## config.mk

```make
export PLATFORM = sky130hd
export DESIGN_NAME = skew_buf
export DESIGN_NICKNAME = d
export VERILOG_FILES = /design/src/rtl/skew_pkg.sv /design/src/rtl/skew_line.sv /design/src/rtl/skew_buf.sv
export SDC_FILE = /design/constraint.sdc
export NUM_CORES = 1
export LEC_CHECK = 0
export BUFFER_PORTS_ARGS = -buffer_cell sky130_fd_sc_hd__buf_2
export CAP_MARGIN = 20
export CORE_UTILIZATION = 67
export DETAILED_ROUTE_END_ITERATION = 10
export PLACE_DENSITY_LB_ADDON = 0.25
export SYNTH_ARGS = -nofsm -noshare
export SYNTH_HDL_FRONTEND = slang
export SYNTH_HIERARCHICAL = 1
export SYNTH_SLANG_ARGS = --single-unit
```

## constraint.sdc

```tcl
create_clock -name clk_i -period 4.25 [get_ports clk_i]
set_input_delay 0 -clock clk_i [delete_from_list [all_inputs] [get_ports clk_i]]
set_output_delay 0 -clock clk_i [all_outputs]
set_load 0.01 [all_outputs]
```

## src/rtl/skew_pkg.sv

```systemverilog
// Shared types and helpers for the operand skew buffers.
package skew_pkg;

  typedef enum logic [1:0] {
    StIdle,
    StRun,
    StDrain
  } skew_state_t;

  // Delay of lane x, in shifts.
  function automatic int unsigned lane_depth(int unsigned x, int unsigned base,
                                             int unsigned step);
    return base + x * step;
  endfunction

endpackage

```

## src/rtl/skew_line.sv

```systemverilog
// One skew lane: a Depth-deep data shift register with a valid bit per stage.
module skew_line #(
  parameter int unsigned Bits  = 8,
  parameter int unsigned Depth = 2
) (
  input  logic            clk_i,
  input  logic            rst_ni,
  input  logic            shift_i,
  input  logic            clr_i,
  input  logic [Bits-1:0] data_i,
  input  logic            vld_i,
  output logic [Bits-1:0] data_o,
  output logic            vld_o
);

  logic [Depth-1:0][Bits-1:0] data_q, data_d;
  logic [Depth-1:0]           vld_q, vld_d;

  always_comb begin
    data_d = data_q;
    vld_d  = vld_q;
    if (clr_i) begin
      data_d = '0;
      vld_d  = '0;
    end else if (shift_i) begin
      data_d[0] = data_i;
      vld_d[0]  = vld_i;
      for (int unsigned i = 1; i < Depth; i++) begin
        data_d[i] = data_q[i-1];
        vld_d[i]  = vld_q[i-1];
      end
    end
  end

  always_ff @(posedge clk_i or negedge rst_ni) begin
    if (!rst_ni) begin
      data_q <= '0;
      vld_q  <= '0;
    end else begin
      data_q <= data_d;
      vld_q  <= vld_d;
    end
  end

  assign data_o = data_q[Depth-1];
  assign vld_o  = vld_q[Depth-1];

endmodule

```

## src/rtl/skew_buf.sv

```systemverilog
// Staggered delay-line bank: lane x delays by Base + x*Step shifts, then drains with zeros.
// Optional beat counter port beat_cnt_o is built when SKEW_PERF_EN is defined.
module skew_buf
  import skew_pkg::*;
#(
  parameter int unsigned Bits  = 8,
  parameter int unsigned Lanes = 8,
  parameter int unsigned Base  = 8,
  parameter int unsigned Step  = 1
) (
  input  logic                  clk_i,
  input  logic                  rst_ni,
  input  logic                  clr_i,
  input  logic                  in_vld_i,
  output logic                  in_rdy_o,
  input  logic                  in_last_i,
  input  logic [Lanes*Bits-1:0] din_i,
  output logic [Lanes*Bits-1:0] dout_o,
  output logic [Lanes-1:0]      out_vld_o,
  output logic                  busy_o,
  output logic                  done_o
`ifdef SKEW_PERF_EN
  ,
  output logic [31:0]           beat_cnt_o
`endif
);

  localparam int unsigned DMax = lane_depth(Lanes - 1, Base, Step);
  localparam int unsigned CntW = $clog2(DMax + 1);

  skew_state_t         state_q, state_d;
  logic [CntW-1:0]     cnt_q, cnt_d;
  logic                done_q, done_d;
  logic                rdy;
  logic                accept;
  logic                shift;
  logic [Lanes*Bits-1:0] lane_din;

  // In reset the block must not advertise readiness, hence the rst_ni term.
  assign rdy      = rst_ni & (state_q != StDrain);
  assign accept   = in_vld_i & rdy & ~clr_i;
  assign shift    = accept | ((state_q == StDrain) & ~clr_i);
  assign lane_din = accept ? din_i : '0;

  always_comb begin
    state_d = state_q;
    cnt_d   = cnt_q;
    done_d  = 1'b0;
    if (clr_i) begin
      state_d = StIdle;
      cnt_d   = '0;
    end else begin
      unique case (state_q)
        StIdle, StRun: begin
          if (accept) begin
            if (in_last_i) begin
              state_d = StDrain;
              cnt_d   = CntW'(DMax);
            end else begin
              state_d = StRun;
            end
          end
        end
        StDrain: begin
          cnt_d = cnt_q - CntW'(1);
          if (cnt_q == CntW'(1)) begin
            state_d = StIdle;
            done_d  = 1'b1;
          end
        end
        default: state_d = StIdle;
      endcase
    end
  end

  always_ff @(posedge clk_i or negedge rst_ni) begin
    if (!rst_ni) begin
      state_q <= StIdle;
      cnt_q   <= '0;
      done_q  <= 1'b0;
    end else begin
      state_q <= state_d;
      cnt_q   <= cnt_d;
      done_q  <= done_d;
    end
  end

  for (genvar x = 0; x < Lanes; x++) begin : g_lane
    skew_line #(
      .Bits (Bits),
      .Depth(lane_depth(x, Base, Step))
    ) u_line (
      .clk_i  (clk_i),
      .rst_ni (rst_ni),
      .shift_i(shift),
      .clr_i  (clr_i),
      .data_i (lane_din[x*Bits +: Bits]),
      .vld_i  (accept),
      .data_o (dout_o[x*Bits +: Bits]),
      .vld_o  (out_vld_o[x])
    );
  end

  assign in_rdy_o = rdy;
  assign busy_o   = (state_q != StIdle);
  assign done_o   = done_q;

`ifdef SKEW_PERF_EN
  logic [31:0] beat_q, beat_d;

  always_comb begin
    beat_d = beat_q;
    if (clr_i) begin
      beat_d = '0;
    end else if (accept) begin
      beat_d = beat_q + 32'd1;
    end
  end

  always_ff @(posedge clk_i or negedge rst_ni) begin
    if (!rst_ni) begin
      beat_q <= '0;
    end else begin
      beat_q <= beat_d;
    end
  end

  assign beat_cnt_o = beat_q;
`endif

endmodule

```

---- Word-level counts from Yosys, hierarchy flattened ----
Index checks and enable logic that the tools add are counted.
word-level totals
  flip-flop bits (word level) ............. 835
  input bits .............................. 69
  output and inout bits ................... 75
  logic and storage cells ................. 169
cells by class
  add/sub/neg operators ................... 1
  equal/unequal tests ..................... 7
  muxes and demuxes ....................... 45
  bitwise gates (word level) .............. 6
  reductions and logical operators ........ 7
operators by type and width
  operator              number
  $mux W120             2
  $mux W112             2
  $mux W104             2
  $mux W64              3
  $mux W96              2
  $mux W88              2
  $mux W80              2
  $mux W72              2
  $mux W15              2
  $mux W14              2
  $mux W13              2
  $mux W12              2
  $mux W11              2
  $mux W10              2
  $mux W9               2
  $mux W8               2
  $mux W4               3
  $mux W2               4
  $pmux W4 S2           1
  $ne A3 B3 Y1 const B  2
  $and A1 B1 Y1         4
  $eq A4 B1 Y1 const B  1
  $pmux W2 S2           1
  $reduce_bool A2 Y1    2
  other kinds (13)      15

---- Logic depth before layout (Yosys ltp) ----
Gate-level depths: netlist (run 1).
  depth after elaboration ................. 7
  depth in mapped cells ................... 8
  mapped depth without buffers ............ 5

---- By module ----
Netlist (run 1), hierarchy kept.
modules (own cells, without submodules)
  module                         instances  cells each  area an instance (um2)  sequential area each (um2)
  skew_line at g_lane[7].u_line  1          443         5496.5                  3378.2
  skew_line at g_lane[6].u_line  1          414         5146.2                  3153.0
  skew_line at g_lane[5].u_line  1          385         4777.1                  2927.8
  skew_line at g_lane[4].u_line  1          356         4408.0                  2702.6
  skew_line at g_lane[3].u_line  1          327         4038.9                  2477.4
  skew_line at g_lane[2].u_line  1          298         3736.1                  2252.2
  skew_line at g_lane[1].u_line  1          269         3368.2                  2026.9
  skew_line at g_lane[0].u_line  1          240         3000.4                  1801.7
  skew_buf                       1          112         870.8                   175.2

---- Worst setup path before layout (run 1) ----
OpenSTA, ideal clock, no wires.
  kind .................................... reg-to-reg
  start point ............................. reg state_q[0]
  end point ............................... reg g_lane[7].u_line/data_q[0] (netlist bit)
  setup time .............................. 0.121 ns
  arrival time ............................ 1.830 ns
  required time ........................... 4.129 ns
  slack ................................... 2.298 ns
  stages on the path, launching flop included .. 8
  buffers on the path ..................... 3
  period minus slack after synthesis ...... 1.952 ns
  cell sequence ........................... dfrtp_1 -> nand2b_1 -> a21oi_1 -> buf_4 -> buf_6 -> buf_6 -> mux2i_1 -> nor2_1
between the ends
  elaborated cells on any way between the ends .. 11
  classes of those cells .................. eq/ne: 2; mux: 3; bitwise: 5; reduce/logical: 1
RTL lines
  element                                  RTL line         RTL
  start: declaration                       skew_buf.sv:31   skew_state_t state_q, state_d;
  start signal: assignment                 skew_buf.sv:78   state_q <= StIdle;
  start signal: assignment                 skew_buf.sv:82   state_q <= state_d;
  $ne A2 B2 Y1                             skew_buf.sv:40   assign rdy = rst_ni & (state_q != StDrain);
  $and A1 B1 Y1                            skew_buf.sv:40
  $and A1 B1 Y1 (2 in series)              skew_buf.sv:41   assign accept = in_vld_i & rdy & ~clr_i;
  $or A1 B1 Y1 (*)                         skew_buf.sv:42   assign shift = accept | ((state_q == StDrain) & ~clr_i);
  net shift                                skew_buf.sv:36   logic shift;
  $reduce_bool A2 Y1 (no source line) (*)  -
  end signal: assignment                   skew_line.sv:40  data_q <= data_d;
  end: declaration                         skew_line.sv:16  logic [Depth-1:0][Bits-1:0] data_q, data_d;
The timed path passes the listed nets; every way through them passes the cells marked *. The select of a mux whose other input is x is not followed.
A chain may end at the register's enable or synchronous reset.

---- Worst setup path in the final report (run 1) ----
  start point ............................. reg state_q[0]
  end point ............................... reg g_lane[2].u_line/data_q[3] (netlist bit)
between the ends
  elaborated cells on any way between the ends .. 11
  classes of those cells .................. eq/ne: 2; mux: 3; bitwise: 5; reduce/logical: 1
RTL lines
  element                                  RTL line
  $ne A2 B2 Y1                             skew_buf.sv:40
  $and A1 B1 Y1                            skew_buf.sv:40
  $and A1 B1 Y1 (2 in series)              skew_buf.sv:41
  $or A1 B1 Y1 (*)                         skew_buf.sv:42
  net shift                                skew_buf.sv:36
  $reduce_bool A2 Y1 (no source line) (*)  -
  end signal: assignment                   skew_line.sv:40
  end: declaration                         skew_line.sv:16
Marked as above.

==> results of run 1 <==
cell type report:
class | count | area [um2]
tap | 680 | 850.8
clock inverter | 19 | 153.9
timing repair buffer | 257 | 2019
fill | 3232 | 12770
inverter | 2 | 7.507
sequential | 835 | 20900
multi-input combinational | 1750 | 12010
clock buffer | 128 | 2601
stage by stage:
step	total power [mW]	hold WS [ns]	setup slack (ns)	cells
finish	16.03	0.02132	1.285	3671
global placement	8.897	-0.05643	1.836	3442
detailed placement	8.911	-0.05319	1.765	3442
floorplan	8.704	-0.2956	2.298	2844
global route	16.61	0.02316	1.092	3671
CTS	16.22	0.003943	1.351	3670
worst reg2reg max path: stages (launching register included):
cell           delay (ns)
dfrtp_1              0.40
nand2b_1             0.26
a21oi_4              0.52
buf_12               0.53
mux2i_1              0.49
nor2_1               0.07
dlygate4sd3_1        0.58
per-layer routing:
metal  vias to the layer above  part of all wire [%]  GRT usage, %
li1                       9533                     -             -
met1                     10029                    46         32.29
met2                       267                    49         35.79
met3                       100                   3.2         4.105
met4                         0                   2.4         6.602
met5                         -                     0             0
placed cells by master, fill, tap and decap left out:
master         synthesis  routed
inv_6                  0       1
bufinv_16              0       2
nor2b_1                1       1
nor2_1               829     829
clkbuf_8               0      27
nor3_1                 8       8
nor3_4                 1       1
and3_1                 3       3
buf_16                 0       2
and4b_1                1       1
buf_12                 0      15
buf_2                 26     141
or2_2                  1       1
inv_1                  2       2
dfrtp_1              835     835
dlygate4sd3_1          0      80
nand2b_1               1       1
nor4_1                 3       3
clkinvlp_4             0       2
clkinv_2               0      14
a21oi_1                3       2
nand2_1                1       1
buf_4                109      17
a21oi_4                0       1
clkbuf_16              0      87
or3b_2                 1       1
mux2i_1              828     828
buf_8                 34       2
ha_1                   2       2
and2_1                65      65
clkbuf_1              53      14
a211oi_1               2       2
flip-flops by register name, summed over array words and instances, names as in the netlist:
register and count:
cnt_q 4, done_o 1, g_lane.u_line/data_o 64, g_lane.u_line/data_q 672, g_lane.u_line/vld_q 92, state_q 2
how the worst max path moves through the flow:
stage | cells after the start | slack, ns | from | to
2_1_floorplan | 7 | 2.30 | state_q[0] | g_lane[7].u_line/data_q[0]
3_3_place_gp | 6 | 1.84 | rst_ni | g_lane[2].u_line/data_q[56]
3_5_place_dp | 7 | 1.76 | rst_ni | g_lane[5].u_line/data_q[20]
4_1_cts | 6 | 1.35 | state_q[0] | g_lane[2].u_line/data_q[3]
5_1_grt | 6 | 1.09 | state_q[0] | g_lane[2].u_line/data_q[3]
6_report | 6 | 1.28 | state_q[0] | g_lane[2].u_line/data_q[3]
where the power goes:
part | total (mW) | internal (mW) | switching [mW]
Clock | 7.22 | 4.32 | 2.90
Sequential | 7.97 | 7.96 | 0.00938
Combinational | 0.844 | 0.306 | 0.538
kinds of logic (layout without fill, tap and decap cells):
logic type                 count (synthesis)  after routing  share of synthesized area [%]
muxes                                    828            828                          23.79
buffers and inverters                    259            406                          5.598
and+or+nand+nor                          915            915                          10.49
AOI/OAI and AO/OA                          5              5                        0.08616
DFF                                      835            835                          59.97
adders and majority gates                  2              2                        0.07181
==> impl_metrics.py, run 1 <==
metrics = {
    "sta": {
        "hold_viol": 0,
        "setup_viol_count_final": 0,
        "rsz0062_at_grt": "no",
        "finalSetupTns_ns": 0,
        "relSlewSlack_pct": 28.09,
        "worst_pin_slew_ns": 1.079,
        "final.setup_skew_ns": 0.01771,
        "fin_crit_ns": 2.965,
        "maxSlewViolCount": 0,
        "fmax_mhz": 337.2,
        "period_share_pct": 69.77,
    },
    "finish": {
        "nNetsFinal": 3000,
        "finalInstanceArea_mm2": 0.03854,
        "drive_gt1_share_pct": 10.50,
        "area_delta_synth_final_pct": 10.60,
        "finalCoreUtilization_pct": 75.12,
        "diodes": 0,
    },
    "floorplanning": {
        "core-area_mm2": 0.05130,
        "die-area_mm2": 0.05292,
        "fp-row-count": 83,
        "die_width_um": 230.0,
        "die_h_um": 230.0,
        "io_pins": 144,
        "initial_utilization_pct": 67.92,
    },
    "setup_path": {
        "rrSetupSlack_ns": 1.28,
        "reg2reg_from": "state_q[0]",
        "crit_type": "reg2reg",
        "path_buf_inv": 2,
        "reg2reg_to": "g_lane[2].u_line/data_q[3]",
        "critical_path_required_ns": 4.73,
        "setup.worst_path.end_class": "flop",
        "critPathTopFamily": "buffers and inverters",
        "critPathLaunchType": "flop",
        "arrival_ns": 3.45,
        "crit_chain": "nand2b_1 > a21oi_4 > buf_12 > mux2i_1 > nor2_1 > dlygate4sd3_1",
        "crit_fanout": 104,
        "critPathMaxStageDelay_ns": 0.58,
        "rr_worst_depth": 6,
        "cpMaxStageDelayCell": "dlygate4sd3_1",
    },
    "synthesis": {
        "syn-cell-area_mm2": 0.03484,
        "synth_most_common_cell": "dfrtp_1",
        "yosysSeqAreaShare_pct": 59.97,
        "yosysWarnings": 6,
        "yosys-top-cells-area": "dfrtp_1, mux2i_1, nor2_1, buf_4, buf_8",
        "synth_edf_count": 0,
        "synthTopCellsByCount": "dfrtp_1, nor2_1, mux2i_1, buf_4, and2_1",
        "synth_cell_types": 25,
        "synth_fp_nets": 2915,
        "synth_top_area_share_pct": 59.97,
        "ys.flop_type": "dfrtp_1",
        "ys_seq_elements": 835,
        "yosys.area.top_type": "dfrtp_1",
        "syn_inst": 2844,
        "synth.avg_cell_area_um2": 12.25,
        "async_reset_ff_share_pct": 100.0,
    },
    "clocking": {
        "cts_sinks": 835,
        "cts_tree": "built",
        "clock_latency_ns": 0.61,
        "ctsHoldBuffers": 81,
        "cts_resized": 0,
        "cts-root-buf": "clkbuf_16",
        "clk_pin_slew_ns": 0.06,
        "numCtsBuffers": 83,
        "cts_max_level": 3,
        "post-cts-setup-buffers": 0,
        "cts.path.max_buffers": 3,
    },
    "power": {
        "powerDensity_mw_per_mm2": 416.1,
        "peakVddDrop_uv": 434.8,
        "p_leak_nw": 18.04,
    },
    "drt": {
        "drt_wl_total_um": 58080,
        "drt_iter0_drc": 1663,
        "detail_route.wl_per_cell_um": 15.82,
        "via_per_inst": 5.429,
        "drc_errors": 0,
        "vias": 19929,
        "dr.pass1.iters": 5,
        "ant_nets": 0,
    },
    "place": {
        "gp_congestion": 0.7304,
        "hpwlAfterDp_um": 32190,
        "dpl_cell_area_mm2": 0.03492,
        "port_buffers": 143,
    },
    "job": {
        "drv_cap": 0,
    },
    "grt": {
        "antenna_found_initial": 0,
        "grt_pass1_vias": 19887,
        "grt_usage_pct": 22.59,
        "grt_max_degree": 243,
        "grt_pass1_wl_um": 99190,
        "grt.overflow.total": 0,
    },
    "worst_hold_path": {
        "hold_class": "in2async",
    },
    "run_status": {
        "status": "finished, final reports clean",
    },
}
(Power assumes the default switching activity.)
==> run 2, diff against run 1 <==
- ABC_AREA: unset -> 1
- CORE_UTILIZATION: 67 -> 62
- clock period: 4.25 -> 2.8 ns (I/O delays scaled with it)
==> run 2 against run 1 <==
  * Global-route usage increased by 0.50 points
  * Cell area decreased by 0.79%
  * First-iteration DRC count increased by 27%
  * Routed wire length increased by 8.1%
  * Cell count increased by 28%
  * Sequential cell count unchanged
  * Clock-buffer cell count increased by 7
  * Power increased by 54%
==> impl_metrics.py, run 2 <==
metrics = {
    "run_status": {
        "status": "finished, final reports clean",
    },
    "worst_hold_path": {
        "hold_class": "in2async",
    },
    "finish": {
        "finalInstanceArea_mm2": 0.03823,
        "regArea_mm2": 0.02090,
        "diodes": 0,
        "nNetsFinal": 3943,
        "drive_gt1_share_pct": 9.581,
        "largest_register_ffs": 672,
        "multi_input_area_mm2": 0.01106,
        "layout_commonest_cell": "nand2_1",
        "area_delta_synth_final_pct": 10.89,
        "top_register": "g_lane.u_line/data_q",
        "fillers": 4303,
        "layout_common_cells": "nand2_1, dfrtp_1, nand3_1, buf_2, clkbuf_16",
    },
    "sta": {
        "maxSlewViolCount": 0,
        "hold_viol": 0,
        "relSlewSlack_pct": 32.36,
        "fmax_mhz": 434.0,
        "worst_pin_slew_ns": 1.015,
        "finalSetupTns_ns": 0,
        "fin_crit_ns": 2.304,
        "final.setup_skew_ns": 0.01188,
        "period_share_pct": 82.29,
        "rsz0062_at_grt": "no",
        "setup_viol_count_final": 0,
    },
    "setup_path": {
        "critPathMaxStageDelay_ns": 0.77,
        "rr_worst_depth": 9,
        "critPathLaunchType": "flop",
        "crit_chain": "inv_2 > nand2_4 > inv_2 > nor2_4 > nand3_4 > buf_4 > inv_1 > nand3_1 > nand2_1",
        "rrSetupSlack_ns": 0.50,
        "cp_common_cell": "inv_2",
        "critical_path_required_ns": 3.30,
        "path_buf_inv": 4,
        "setup.worst_path.end_class": "flop",
        "critPathTopFamily": "buffers and inverters",
        "reg2reg_from": "state_q[0]",
        "reg2reg_to": "g_lane[5].u_line/vld_q[0]",
        "cpMaxStageDelayCell": "buf_4",
        "arrival_ns": 2.80,
        "crit_type": "reg2reg",
        "crit_fanout": 66,
    },
    "floorplanning": {
        "die_width_um": 237.8,
        "core-area_mm2": 0.05499,
        "io_pins": 144,
        "fp-row-count": 86,
        "die_h_um": 237.8,
        "die-area_mm2": 0.05655,
        "initial_utilization_pct": 62.70,
    },
    "place": {
        "gp_congestion": 0.7749,
        "dpl_cell_area_mm2": 0.03476,
        "hpwlAfterDp_um": 33100,
        "port_buffers": 143,
    },
    "synthesis": {
        "yosysWarnings": 6,
        "syn-cell-area_mm2": 0.03448,
        "syn_inst": 3847,
        "async_reset_ff_share_pct": 100.0,
        "ys_seq_elements": 835,
        "synth_fp_nets": 3918,
        "synth_most_common_cell": "nand2_1",
        "yosys-top-cells-area": "dfrtp_1, nand2_1, nand3_1, buf_4, buf_2",
        "synth_edf_count": 0,
        "synthTopCellsByCount": "nand2_1, dfrtp_1, nand3_1, buf_2, buf_4",
        "ys.flop_type": "dfrtp_1",
        "synth.avg_cell_area_um2": 8.962,
        "yosysSeqAreaShare_pct": 60.61,
        "yosys.area.top_type": "dfrtp_1",
        "synth_cell_types": 21,
        "synth_top_area_share_pct": 60.61,
    },
    "clocking": {
        "cts_tree": "built",
        "post-cts-setup-buffers": 0,
        "clock_latency_ns": 0.60,
        "cts-root-buf": "clkbuf_16",
        "ctsHoldBuffers": 70,
        "cts.path.max_buffers": 3,
        "cts_sinks": 835,
        "numCtsBuffers": 84,
        "clk_pin_slew_ns": 0.06,
        "cts_max_level": 3,
        "cts_resized": 0,
    },
    "drt": {
        "drt_wl_total_um": 62760,
        "detail_route.wl_per_cell_um": 13.40,
        "via_per_inst": 5.269,
        "vias": 24676,
        "ant_nets": 0,
        "drc_errors": 0,
        "drt_iter0_drc": 2105,
        "dr.pass1.iters": 5,
    },
    "power": {
        "power_mw": 24.69,
        "p_leak_nw": 21.85,
        "peakVddDrop_uv": 468.1,
        "powerDensity_mw_per_mm2": 645.8,
    },
    "grt": {
        "grt_pass1_wl_um": 110900,
        "grt_max_degree": 174,
        "antenna_found_initial": 0,
        "grt_usage_pct": 23.08,
        "grt_pass1_vias": 23561,
        "grt.overflow.total": 0,
    },
    "job": {
        "drv_cap": 0,
    },
}
## run 2: cell types whose count changed in the layout (fill, tap and decap cells not counted), sizes merged, moves of 10 or more
cell,change
nand2,+1670
mux2i,-828
inv,+79
buf,+23
nand3,+834
nor2,-747
and2,-65
dlygate4sd3,-10
## run 2: final cells by class
class | instances | area share (%)
clock buffer | 135 | 6.748
clock inverter | 14 | 0.5105
inverter | 84 | 0.8443
multi-input combinational | 2597 | 28.93
sequential | 835 | 54.65
tap | 748 | 2.448
timing repair buffer | 270 | 5.864
## run 2: power by group
| part | switching [mW] | total [mW] | internal, mW |
|---|---|---|---|
| Clock | 4.45 | 11.2 | 6.74 |
| Sequential | 0.0173 | 12.1 | 12.1 |
| Combinational | 1.06 | 1.39 | 0.332 |
## run 2: worst max path at each step
stage,from,to,slack (ns),depth (start not counted)
after floorplan,state_q[1],g_lane[7].u_line/data_q[56],0.81,12
after detailed placement,state_q[0],g_lane[5].u_line/vld_q[0],0.49,9
after global routing,state_q[0],g_lane[0].u_line/vld_q[0],0.33,9
after global placement,state_q[0],g_lane[5].u_line/vld_q[0],0.54,9
after CTS,state_q[0],g_lane[5].u_line/vld_q[0],0.47,9
final,state_q[0],g_lane[5].u_line/vld_q[0],0.50,9
## run 2: worst register-to-register path, delay by kind of cell (launching register included)
kind	cells	cell delay, ns
buffers and inverters	4	1.35
and+or+nand+nor	5	0.45
DFF	1	0.40
## run 2: per-layer routing
metal,part of all wire (%),routed length [um],vias up,GRT usage (%)
li1,-,-,12202,-
met1,46,28660,12014,32.39
met2,49,30880,375,38.08
met3,3.4,2155,85,3.124
met4,1.7,1070,0,6.452
met5,0,0,-,0
## run 2: stage by stage
| stage | utilization [%] | setup WS, ns | instances | hold WS, ns |
|---|---|---|---|---|
| 5_1_grt | 69.53 | 0.3302 | 4683 | 0.1458 |
| 3_3_place_gp | 63.21 | 0.5385 | 4464 | 0.1614 |
| 2_1_floorplan | - | 0.8088 | 3847 | -0.2956 |
| 4_1_cts | 69.53 | 0.4710 | 4683 | 0.1067 |
| 6_report | 69.53 | 0.4957 | 4683 | 0.1012 |
| 3_5_place_dp | 63.21 | 0.4897 | 4464 | 0.1569 |
## run 2: logic make-up after synthesis
logic type | after synthesis | synth area share [%]
simple gates | 2587 | 31.84
flops | 835 | 60.61
buf+inv | 415 | 7.353
compound gates | 7 | 0.1016
fa+ha+maj | 2 | 0.07257
xor+xnor | 1 | 0.02541
